## config.mk

```make
export PLATFORM = sky130hd
export DESIGN_NAME = ram_loader_flat
export DESIGN_NICKNAME = d
export VERILOG_FILES = /design/src/rtl/ram_loader_pkg.sv /design/src/rtl/ram_loader_if.sv /design/src/rtl/ram_loader_byte_packer.sv /design/src/rtl/ram_loader.sv /design/src/flat_wrapper.sv
export SDC_FILE = /design/constraint.sdc
export NUM_CORES = 1
export LEC_CHECK = 0
export ABC_CLOCK_PERIOD_IN_PS = 2200
export BUFFER_PORTS_ARGS = -buffer_cell sky130_fd_sc_hd__buf_2
export CAP_MARGIN = 20
export CORE_UTILIZATION = 45
export CTS_CLUSTER_DIAMETER = 50
export DETAILED_ROUTE_END_ITERATION = 10
export HOLD_SLACK_MARGIN = 0.03
export PLACE_DENSITY = 0.78
export SYNTH_ARGS = -nofsm -noshare
export SYNTH_HDL_FRONTEND = slang
export SYNTH_HIERARCHICAL = 1
export SYNTH_SLANG_ARGS = --single-unit
```

## constraint.sdc

```tcl
create_clock -name clk -period 2.2 [get_ports clk]
set_input_delay 0.22 -clock clk [delete_from_list [all_inputs] [get_ports clk]]
set_output_delay 0.22 -clock clk [all_outputs]
set_load 0.05 [all_outputs]
```

## src/rtl/ram_loader_pkg.sv

```systemverilog
// Shared types and defaults for the arithmetic-sequencer RAM loader.
package ram_loader_pkg;

  typedef enum logic [2:0] {
    S_OPND = 3'd0,
    S_OP   = 3'd1,
    S_CSUM = 3'd2,
    S_DONE = 3'd3,
    S_ERR  = 3'd4
  } state_t;

  localparam logic [31:0] SENTINEL = 32'hFFFF_FFFF;

  localparam int DEF_ADDR_W   = 8;
  localparam int DEF_OPND_BASE = 0;
  // Must match the opcode base hard-wired into the downstream controller.
  localparam int DEF_OP_BASE   = 100;
  localparam int DEF_MAX_OPND  = 100;
  localparam int DEF_MAX_OP    = 100;

endpackage

```

## src/rtl/ram_loader_if.sv

```systemverilog
// Byte-stream input and RAM port-A write bus of the loader; master = loader side.
interface ram_loader_if #(
  parameter int ADDR_W = 8
) ();

  logic              in_valid;
  logic              in_ready;
  logic [7:0]        in_byte;
  logic              wea;
  logic [ADDR_W-1:0] addra;
  logic [31:0]       dina;

  modport master (
    input  in_valid, in_byte,
    output in_ready, wea, addra, dina
  );

  modport slave (
    output in_valid, in_byte,
    input  in_ready, wea, addra, dina
  );

endinterface

```

## src/rtl/ram_loader_byte_packer.sv

```systemverilog
// Assembles accepted bytes into 32-bit big-endian words; word_valid pulses on the 4th byte.
module byte_packer (
  input  logic        clk,
  input  logic        rst,
  input  logic        take,
  input  logic [7:0]  data,
  output logic        word_valid,
  output logic [31:0] word
);

  logic [1:0]  cnt_r;
  logic [23:0] shift_r;

  // Byte counter and shift register; partial words survive gaps in take.
  always_ff @(posedge clk) begin
    if (rst) begin
      cnt_r   <= 2'd0;
      shift_r <= 24'd0;
    end else if (take) begin
      cnt_r   <= cnt_r + 2'd1;
      shift_r <= {shift_r[15:0], data};
    end
  end

  assign word_valid = take && (cnt_r == 2'd3);
  assign word       = {shift_r, data};

endmodule

```

## src/rtl/ram_loader.sv

```systemverilog
// Loads operand and opcode lists into the shared RAM and releases the controller.
// Optional trailing checksum word enabled by defining RAM_LOADER_CHECKSUM_EN.
module ram_loader
  import ram_loader_pkg::*;
#(
  parameter int ADDR_W    = DEF_ADDR_W,
  parameter int OPND_BASE = DEF_OPND_BASE,
  parameter int OP_BASE   = DEF_OP_BASE,
  parameter int MAX_OPND  = DEF_MAX_OPND,
  parameter int MAX_OP    = DEF_MAX_OP
) (
  input  logic          clk,
  input  logic          rst,
  ram_loader_if.master  bus,
  output logic          ctrl_rst_n,
  output logic          done,
  output logic          err
);

  localparam int IDX_W = ADDR_W + 1;

  if ((OPND_BASE + MAX_OPND > OP_BASE) || (OP_BASE + MAX_OP > (1 << ADDR_W))) begin : g_param_bad
    $error("ram_loader: operand/opcode regions overlap or exceed the address space");
  end

  state_t             state_r;
  logic [IDX_W-1:0]   idx_r;
  logic               in_ready_r;
  logic               wea_r;
  logic [ADDR_W-1:0]  addra_r;
  logic [31:0]        dina_r;
  logic               ctrl_rst_n_r;
  logic               done_r;
  logic               err_r;
  logic               take_s;
  logic               word_valid_s;
  logic [31:0]        word_s;
`ifdef RAM_LOADER_CHECKSUM_EN
  logic [31:0]        sum_r;
`endif

  assign take_s = bus.in_valid && in_ready_r;

  byte_packer u_packer (
    .clk        (clk),
    .rst        (rst),
    .take       (take_s),
    .data       (bus.in_byte),
    .word_valid (word_valid_s),
    .word       (word_s)
  );

  // Load FSM: list bookkeeping, RAM write strobe and status outputs.
  always_ff @(posedge clk) begin
    if (rst) begin
      state_r      <= S_OPND;
      idx_r        <= '0;
      in_ready_r   <= 1'b1;
      wea_r        <= 1'b0;
      addra_r      <= '0;
      dina_r       <= 32'd0;
      ctrl_rst_n_r <= 1'b0;
      done_r       <= 1'b0;
      err_r        <= 1'b0;
`ifdef RAM_LOADER_CHECKSUM_EN
      sum_r        <= 32'd0;
`endif
    end else begin
      wea_r <= 1'b0;
      if (word_valid_s) begin
        case (state_r)
          S_OPND: begin
            if (word_s == SENTINEL) begin
              wea_r   <= 1'b1;
              addra_r <= ADDR_W'(OPND_BASE) + idx_r[ADDR_W-1:0];
              dina_r  <= word_s;
              idx_r   <= '0;
              state_r <= S_OP;
            end else if (idx_r == IDX_W'(MAX_OPND - 1)) begin
              // Last slot is reserved for the sentinel.
              in_ready_r <= 1'b0;
              err_r      <= 1'b1;
              state_r    <= S_ERR;
            end else begin
              wea_r   <= 1'b1;
              addra_r <= ADDR_W'(OPND_BASE) + idx_r[ADDR_W-1:0];
              dina_r  <= word_s;
              idx_r   <= idx_r + IDX_W'(1);
`ifdef RAM_LOADER_CHECKSUM_EN
              sum_r   <= sum_r + word_s;
`endif
            end
          end
          S_OP: begin
            if (word_s == SENTINEL) begin
`ifdef RAM_LOADER_CHECKSUM_EN
              state_r      <= S_CSUM;
`else
              in_ready_r   <= 1'b0;
              done_r       <= 1'b1;
              ctrl_rst_n_r <= 1'b1;
              state_r      <= S_DONE;
`endif
            end else if (idx_r == IDX_W'(MAX_OP)) begin
              in_ready_r <= 1'b0;
              err_r      <= 1'b1;
              state_r    <= S_ERR;
            end else begin
              wea_r   <= 1'b1;
              addra_r <= ADDR_W'(OP_BASE) + idx_r[ADDR_W-1:0];
              dina_r  <= word_s;
              idx_r   <= idx_r + IDX_W'(1);
`ifdef RAM_LOADER_CHECKSUM_EN
              sum_r   <= sum_r + word_s;
`endif
            end
          end
`ifdef RAM_LOADER_CHECKSUM_EN
          S_CSUM: begin
            in_ready_r <= 1'b0;
            if (word_s == sum_r) begin
              done_r       <= 1'b1;
              ctrl_rst_n_r <= 1'b1;
              state_r      <= S_DONE;
            end else begin
              err_r   <= 1'b1;
              state_r <= S_ERR;
            end
          end
`endif
          default: begin
            in_ready_r <= 1'b0;
            err_r      <= 1'b1;
            state_r    <= S_ERR;
          end
        endcase
      end
    end
  end

  assign bus.in_ready = in_ready_r;
  assign bus.wea      = wea_r;
  assign bus.addra    = addra_r;
  assign bus.dina     = dina_r;
  assign ctrl_rst_n   = ctrl_rst_n_r;
  assign done         = done_r;
  assign err          = err_r;

endmodule

```

## src/flat_wrapper.sv

```systemverilog
// flat-port wrapper written by rule: the top's interface ports become plain ports
module ram_loader_flat import ram_loader_pkg::*;
#(
  parameter int ADDR_W    = DEF_ADDR_W,
  parameter int OPND_BASE = DEF_OPND_BASE,
  parameter int OP_BASE   = DEF_OP_BASE,
  parameter int MAX_OPND  = DEF_MAX_OPND,
  parameter int MAX_OP    = DEF_MAX_OP
)
  (clk, rst, ctrl_rst_n, done, err, bus_in_valid, bus_in_byte, bus_in_ready, bus_wea, bus_addra, bus_dina);
  ram_loader_if #(.ADDR_W(ADDR_W)) bus_i ();
  input  logic clk;
  input  logic rst;
  output logic ctrl_rst_n;
  output logic done;
  output logic err;
  input wire logic [$bits(bus_i.in_valid)-1:0] bus_in_valid;
  input wire logic [$bits(bus_i.in_byte)-1:0] bus_in_byte;
  output wire logic [$bits(bus_i.in_ready)-1:0] bus_in_ready;
  output wire logic [$bits(bus_i.wea)-1:0] bus_wea;
  output wire logic [$bits(bus_i.addra)-1:0] bus_addra;
  output wire logic [$bits(bus_i.dina)-1:0] bus_dina;
  assign bus_i.in_valid = bus_in_valid;
  assign bus_i.in_byte = bus_in_byte;
  assign bus_in_ready = bus_i.in_ready;
  assign bus_wea = bus_i.wea;
  assign bus_addra = bus_i.addra;
  assign bus_dina = bus_i.dina;
  ram_loader #(.ADDR_W(ADDR_W), .OPND_BASE(OPND_BASE), .OP_BASE(OP_BASE), .MAX_OPND(MAX_OPND), .MAX_OP(MAX_OP)) u_core (.clk(clk), .rst(rst), .bus(bus_i), .ctrl_rst_n(ctrl_rst_n), .done(done), .err(err));
endmodule
```

==> impl_metrics.json, run 1 <==
{
  "status": "finished clean",
  "fin_crit_sh": 0.933,
  "timing.rr.start": "u_core/u_packer/cnt_r[0]",
  "maxCapViolCount": 0,
  "crit_fanout": 13,
  "multi_input_area_mm2": 0.00188,
  "wl_per_cell_um": 16.0,
  "setup_ws_ns": 0.148,
  "clkLatencyLatePin_ns": 0.35,
  "grt_pass1_vias": 2961,
  "cts_tree": "yes",
  "synth_edf_count": 0,
  "hp-class": "primary input to flop",
  "finClkSkew_ns": 0.00483,
  "viasPerCell": 5.66,
  "max_freq_mhz": 487,
  "p_leak_nw": 1.72,
  "grt_pass1_wl_um": 14600,
  "mostFrequentLayoutCells": "81 x dfxtp_1, 55 x buf_2, 31 x nor2_1, 31 x nand3_1, 31 x a21oi_1",
  "worst_pin_slew_ns": 0.465,
  "htreeDepth": 3,
  "drtIter0Drc": 208,
  "cts.clk_slew.worst_paths_ns": 0.08,
  "cp.arrival_ns": 2.34,
  "hpwl_um": 6230,
  "std_cell_rows": 33,
  "die-area_mm2": 0.00885,
  "setup_violations": 0,
  "synth-seq-cells": 82,
  "cp-startpoint": "u_core/u_packer/cnt_r[0]",
  "slew_viol_final": 0,
  "cp_data_required_time_ns": 2.49,
  "final_common_cell": "dfxtp_1",
  "drive_gt1_frac": 0.297,
  "ant_nets": 0,
  "fin_nets": 467,
  "period_minus_slack_ns": 2.05,
  "seq_area_mm2": 0.00165,
  "ys_seq_area_frac": 0.430,
  "wl_um": 8920,
  "avgSynthCellArea_um2": 9.44,
  "antenna_cells": 0,
  "syn_area_mm2": 0.00381,
  "nFillCells": 743,
  "min_from": "bus_in_byte[2]",
  "synthToLayoutAreaGrowth_pct": 14.7,
  "die_y_um": 94.1,
  "holdPathStages": 3,
  "holdPathEnd": "u_core/u_packer/shift_r[2]",
  "critPathKind": "flop to flop",
  "pin_count": 56,
  "power_density_mw_per_mm2": 679,
  "end_kind": "flop",
  "remaining_drc_errors": 0,
  "track_usage": 0.213,
  "antenna_found_initial": 0,
  "place_ws_ns": 0.121,
  "setup_tns_ns": 0,
  "die_w_um": 94.1,
  "critical_path.startpoint_type": "flop",
  "cts-root-buf": "clkbuf_8",
  "start_util": 0.464,
  "clkSinkCount": 82,
  "reg2reg_to": "u_core/bus.dina[23]",
  "r2r_cells": 8,
  "gp_congestion": 0.923,
  "syn-num-nets": 421,
  "hold_viol_final": 0,
  "reg2reg_setup_slack_ns": 0.15,
  "dr.pass1.iters": 5,
  "synth_ff_type": "dfxtp_1",
  "clock_path_buffers": 2,
  "cts_buffers": 9,
  "yosys_warnings": 6,
  "grt_start_max_net_pins": 38,
  "ir_drop_mv": 0.506,
  "dr_total_vias": 3163,
  "relSlewSlack": 0.690,
  "synthDistinctLibCells": 52,
  "core-area_mm2": 0.00822,
  "synth_cells": 404,
  "io_buffers": 55,
  "fin_util": 0.532,
  "async_flop_share": 0,
  "grt_overflow": 0
}
[worst max path at each step]
stage               slack [ns]  depth (start not counted)                   to
CTS                       0.10                          8  u_core/bus.dina[31]
detailed placement        0.12                          8  u_core/bus.dina[31]
floorplan                -0.14                         11  u_core/bus.addra[0]
finish                    0.15                          8  u_core/bus.dina[23]
global placement          0.17                          8  u_core/bus.dina[23]
global route            -0.004                          8  u_core/bus.dina[23]
[Yosys cell counts (3+ instances only)]
| library cell | count | share of area |
|---|---|---|
| buf_6 | 3 | 0.0089 |
| nor2_1 | 32 | 0.031 |
| buf_2 | 5 | 0.0066 |
| nand3b_1 | 3 | 0.0059 |
| a211oi_2 | 6 | 0.020 |
| xnor2_1 | 3 | 0.0069 |
| o21ai_0 | 37 | 0.049 |
| nand2b_1 | 6 | 0.0098 |
| dfxtp_1 | 82 | 0.43 |
| mux2i_1 | 26 | 0.068 |
| nor3_1 | 7 | 0.0092 |
| or4_1 | 3 | 0.0059 |
| nand3_2 | 10 | 0.026 |
| ha_1 | 6 | 0.020 |
| a22oi_1 | 4 | 0.0079 |
| and2_1 | 4 | 0.0066 |
| and3_1 | 3 | 0.0049 |
| clkbuf_1 | 12 | 0.012 |
| nand3_1 | 32 | 0.042 |
| a21oi_2 | 10 | 0.023 |
| inv_1 | 6 | 0.0059 |
| buf_4 | 15 | 0.030 |
| nand2_1 | 9 | 0.0089 |
| o31ai_1 | 4 | 0.0079 |
| nand4_1 | 7 | 0.011 |
| a21oi_1 | 31 | 0.041 |
| or3_1 | 5 | 0.0082 |
[cell families after synthesis]
family	count (synthesis)	share of synthesized area
AND/OR/NAND/NOR	134	0.207
AO/OA/AOI/OAI	105	0.181
buffers and inverters	46	0.0820
adder cells (fa/ha/maj)	6	0.0197
XOR/XNOR	5	0.0115
flip-flops	82	0.430
multiplexers	26	0.0682
[worst max-delay path: stages (launching register included)]
cell and delay (ns):
dfxtp_1 0.35, ha_1 0.16, and2_4 0.14, or3b_4 0.42, nor2_2 0.13, and3_1 0.24
buf_4 0.22, o21ai_0 0.18, a21oi_2 0.16
[metrics by stage]
stage	cells	cell area [um^2]	power, mW	hold WS, ns
floorplan	404	3870	1.71	0.367
global placement	543	4120	1.74	0.432
detailed placement	543	4120	1.75	0.437
CTS	558	4360	2.99	0.131
global route	559	4370	3.08	0.151
finish	559	4370	2.97	0.145
[flip-flops by register name (all words and copies together), names as in the netlist]
register	count
u_core/bus.addra	8
u_core/u_packer/shift_r	24
u_core/idx_r	9
u_core/state_r	3
u_core/bus.in_ready	1
u_core/bus.dina	32
u_core/bus.wea	1
u_core/err	1
u_core/done	1
u_core/u_packer/cnt_r	2
[timing repair]
item / in CTS / in global routing
endpoints found under the setup margin: 0 / 8
setup buffers: 0 / 1
resized for setup: 0 / 2
hold buffers: 0 / 0
[report_power, final]
part	internal [mW]	leakage [nW]	total, mW	switching, mW
Combinational	0.0655	0.940	0.177	0.111
Clock	0.731	0.117	1.26	0.526
Sequential	1.51	0.663	1.54	0.0280
[layer usage]
layer	share of wire	routed length, um	up-vias	track usage
met5	0	0	-	0
met2	0.48	4250	106	0.336
li1	-	-	1528	-
met4	0.011	98	0	0.0654
met3	0.060	534	9	0.0639
met1	0.45	4040	1520	0.280
[area by class of cell]
| type | count | share of cell area |
|---|---|---|
| flip-flops and latches | 82 | 0.376 |
| inverters | 6 | 0.00515 |
| clock buffers | 11 | 0.0372 |
| clock inverters | 4 | 0.0166 |
| well taps | 105 | 0.0300 |
| repair buffers | 75 | 0.104 |
| multi-input cells | 276 | 0.431 |
No activity file was read; power rests on OpenSTA's default activity.
==> run 2: changes to the inputs <==
Settings changed: ABC_CLOCK_PERIOD_IN_PS 2200 to 2310, PLACE_DENSITY 0.78 to 0.75.
Clock period 2.2 ns to 2.31 ns, I/O delays scaled along.
==> run 2 against run 1 <==
Maximum frequency down 5.8%. Cell count down 0.89%. Largest power group unchanged. Clock skew up 0.0078 ns. Routed wire length down 2.5%. Global-route usage down 1.4 points. Combinational power down 12%. Die area unchanged. Via count down 0.35%. Non-clock buffer count down 6.
==> impl_metrics.json, run 2 (same netlist as run 1, synthesis figures left out) <==
{
  "pin_count": 56,
  "die-area_mm2": 0.00885,
  "viasPerCell": 5.69,
  "cp_data_required_time_ns": 2.60,
  "dr.pass1.iters": 5,
  "nFillCells": 742,
  "hpwl_um": 6080,
  "post_cts_resized": 0,
  "crit_fanout": 31,
  "fin_crit_sh": 0.943,
  "fin_nets": 461,
  "holdPathStages": 3,
  "die_y_um": 94.1,
  "reg2reg_setup_slack_ns": 0.13,
  "htreeDepth": 3,
  "wl_per_cell_um": 15.7,
  "hp-class": "primary input to flop",
  "relSlewSlack": 0.607,
  "antenna_cells": 0,
  "final_common_cell": "dfxtp_1",
  "setup_ws_ns": 0.133,
  "cts.clk_slew.worst_paths_ns": 0.09,
  "critical_path.startpoint_type": "flop",
  "stdcell_area_mm2": 0.00425,
  "drtIter0Drc": 156,
  "post-cts-setup-buffers": 0,
  "remaining_drc_errors": 0,
  "end_kind": "flop",
  "r2r_cells": 7,
  "slew_viol_final": 0,
  "core-area_mm2": 0.00822,
  "power_density_mw_per_mm2": 611,
  "setup_violations": 0,
  "period_minus_slack_ns": 2.18,
  "grt_overflow": 0,
  "cts_buffers": 9,
  "start_util": 0.464,
  "finClkSkew_ns": 0.0127,
  "dr_total_vias": 3152,
  "cp.arrival_ns": 2.47,
  "cts_hold_buf": 0,
  "track_usage": 0.200,
  "wl_um": 8700,
  "drive_gt1_frac": 0.287,
  "critPathKind": "flop to flop",
  "synthToLayoutAreaGrowth_pct": 11.5,
  "antenna_found_initial": 0,
  "gp_congestion": 0.863,
  "std_cell_rows": 33,
  "clkSinkCount": 82,
  "maxCapViolCount": 0,
  "cts-root-buf": "clkbuf_8",
  "rsz0062_at_grt": "false",
  "mostFrequentLayoutCells": "81 x dfxtp_1, 55 x buf_2, 37 x o21ai_0",
  "clock_path_buffers": 2,
  "io_buffers": 55,
  "max_freq_mhz": 459,
  "grt_pass1_vias": 2927,
  "fin_util": 0.517,
  "worst_hold_slack_ns": 0.148,
  "hold_viol_final": 0,
  "die_w_um": 94.1,
  "ir_drop_mv": 0.362,
  "ant_nets": 0,
  "largest_reg_flops": 32,
  "clkLatencyLatePin_ns": 0.35,
  "grt_start_max_net_pins": 52,
  "place_ws_ns": 0.114,
  "p_leak_nw": 1.66,
  "grt_pass1_wl_um": 14000,
  "cts_tree": "yes",
  "status": "finished clean",
  "placed_area_mm2": 0.00406,
  "setup_tns_ns": 0,
  "worst_pin_slew_ns": 0.587
}
run 2: cell count changes in the layout (fill, tap and decap cells not counted), sizes merged:
cell	change
buf	-6
inv	+4
clkbuf	-2
clkinv	+1
bufinv	-2
run 2: per-stage QoR:
step                total power, mW  instances
floorplan                      1.63        404
global placement               1.65        538
detailed placement             1.65        538
CTS                            2.62        554
global route                   2.69        554
finish                         2.60        554
run 2: power breakdown:
group / total (mW) / switching, mW / leakage (nW) / internal (mW)
combinational: 0.155 / 0.0998 / 0.903 / 0.0556
clock: 0.976 / 0.567 / 0.0927 / 0.410
sequential: 1.47 / 0.0291 / 0.663 / 1.44
run 2: critical path: stages, from the launching register on:
cell and delay (ns):
dfxtp_1 0.49, ha_1 0.23, nand3b_1 0.15, a211oi_4 0.38, a211o_4 0.38, buf_4 0.27, nand3_2 0.09, a21oi_2 0.12
run 2: per-layer routing:
layer  part of all wire  GRT usage  wire length [um]  up-vias
met2               0.49      0.336              4270       99
met3              0.047     0.0421               412       13
li1                   -          -                 -     1517
met4              0.011     0.0564                94        0
met5                  0          0                 0        -
met1               0.45      0.257              3920     1523
run 2: final timing paths:
| path | start | endpoint |
|---|---|---|
| setup / recovery | u_core/idx_r[0] | u_core/bus.dina[23] |
| hold / removal | bus_in_byte[6] | u_core/u_packer/shift_r[6] |
| setup reg to reg | u_core/idx_r[0] | u_core/bus.dina[23] |
| hold reg to reg | u_core/err | u_core/err |
run 2: cell type report:
cell class,count,area (um^2),area share
clock inverters,7,60.1,0.0141
clock buffers,9,124,0.0291
multi-input cells,276,1890,0.444
repair buffers,69,380,0.0895
flip-flops and latches,82,1650,0.387
well taps,105,131,0.0309
inverters,6,22.5,0.00530
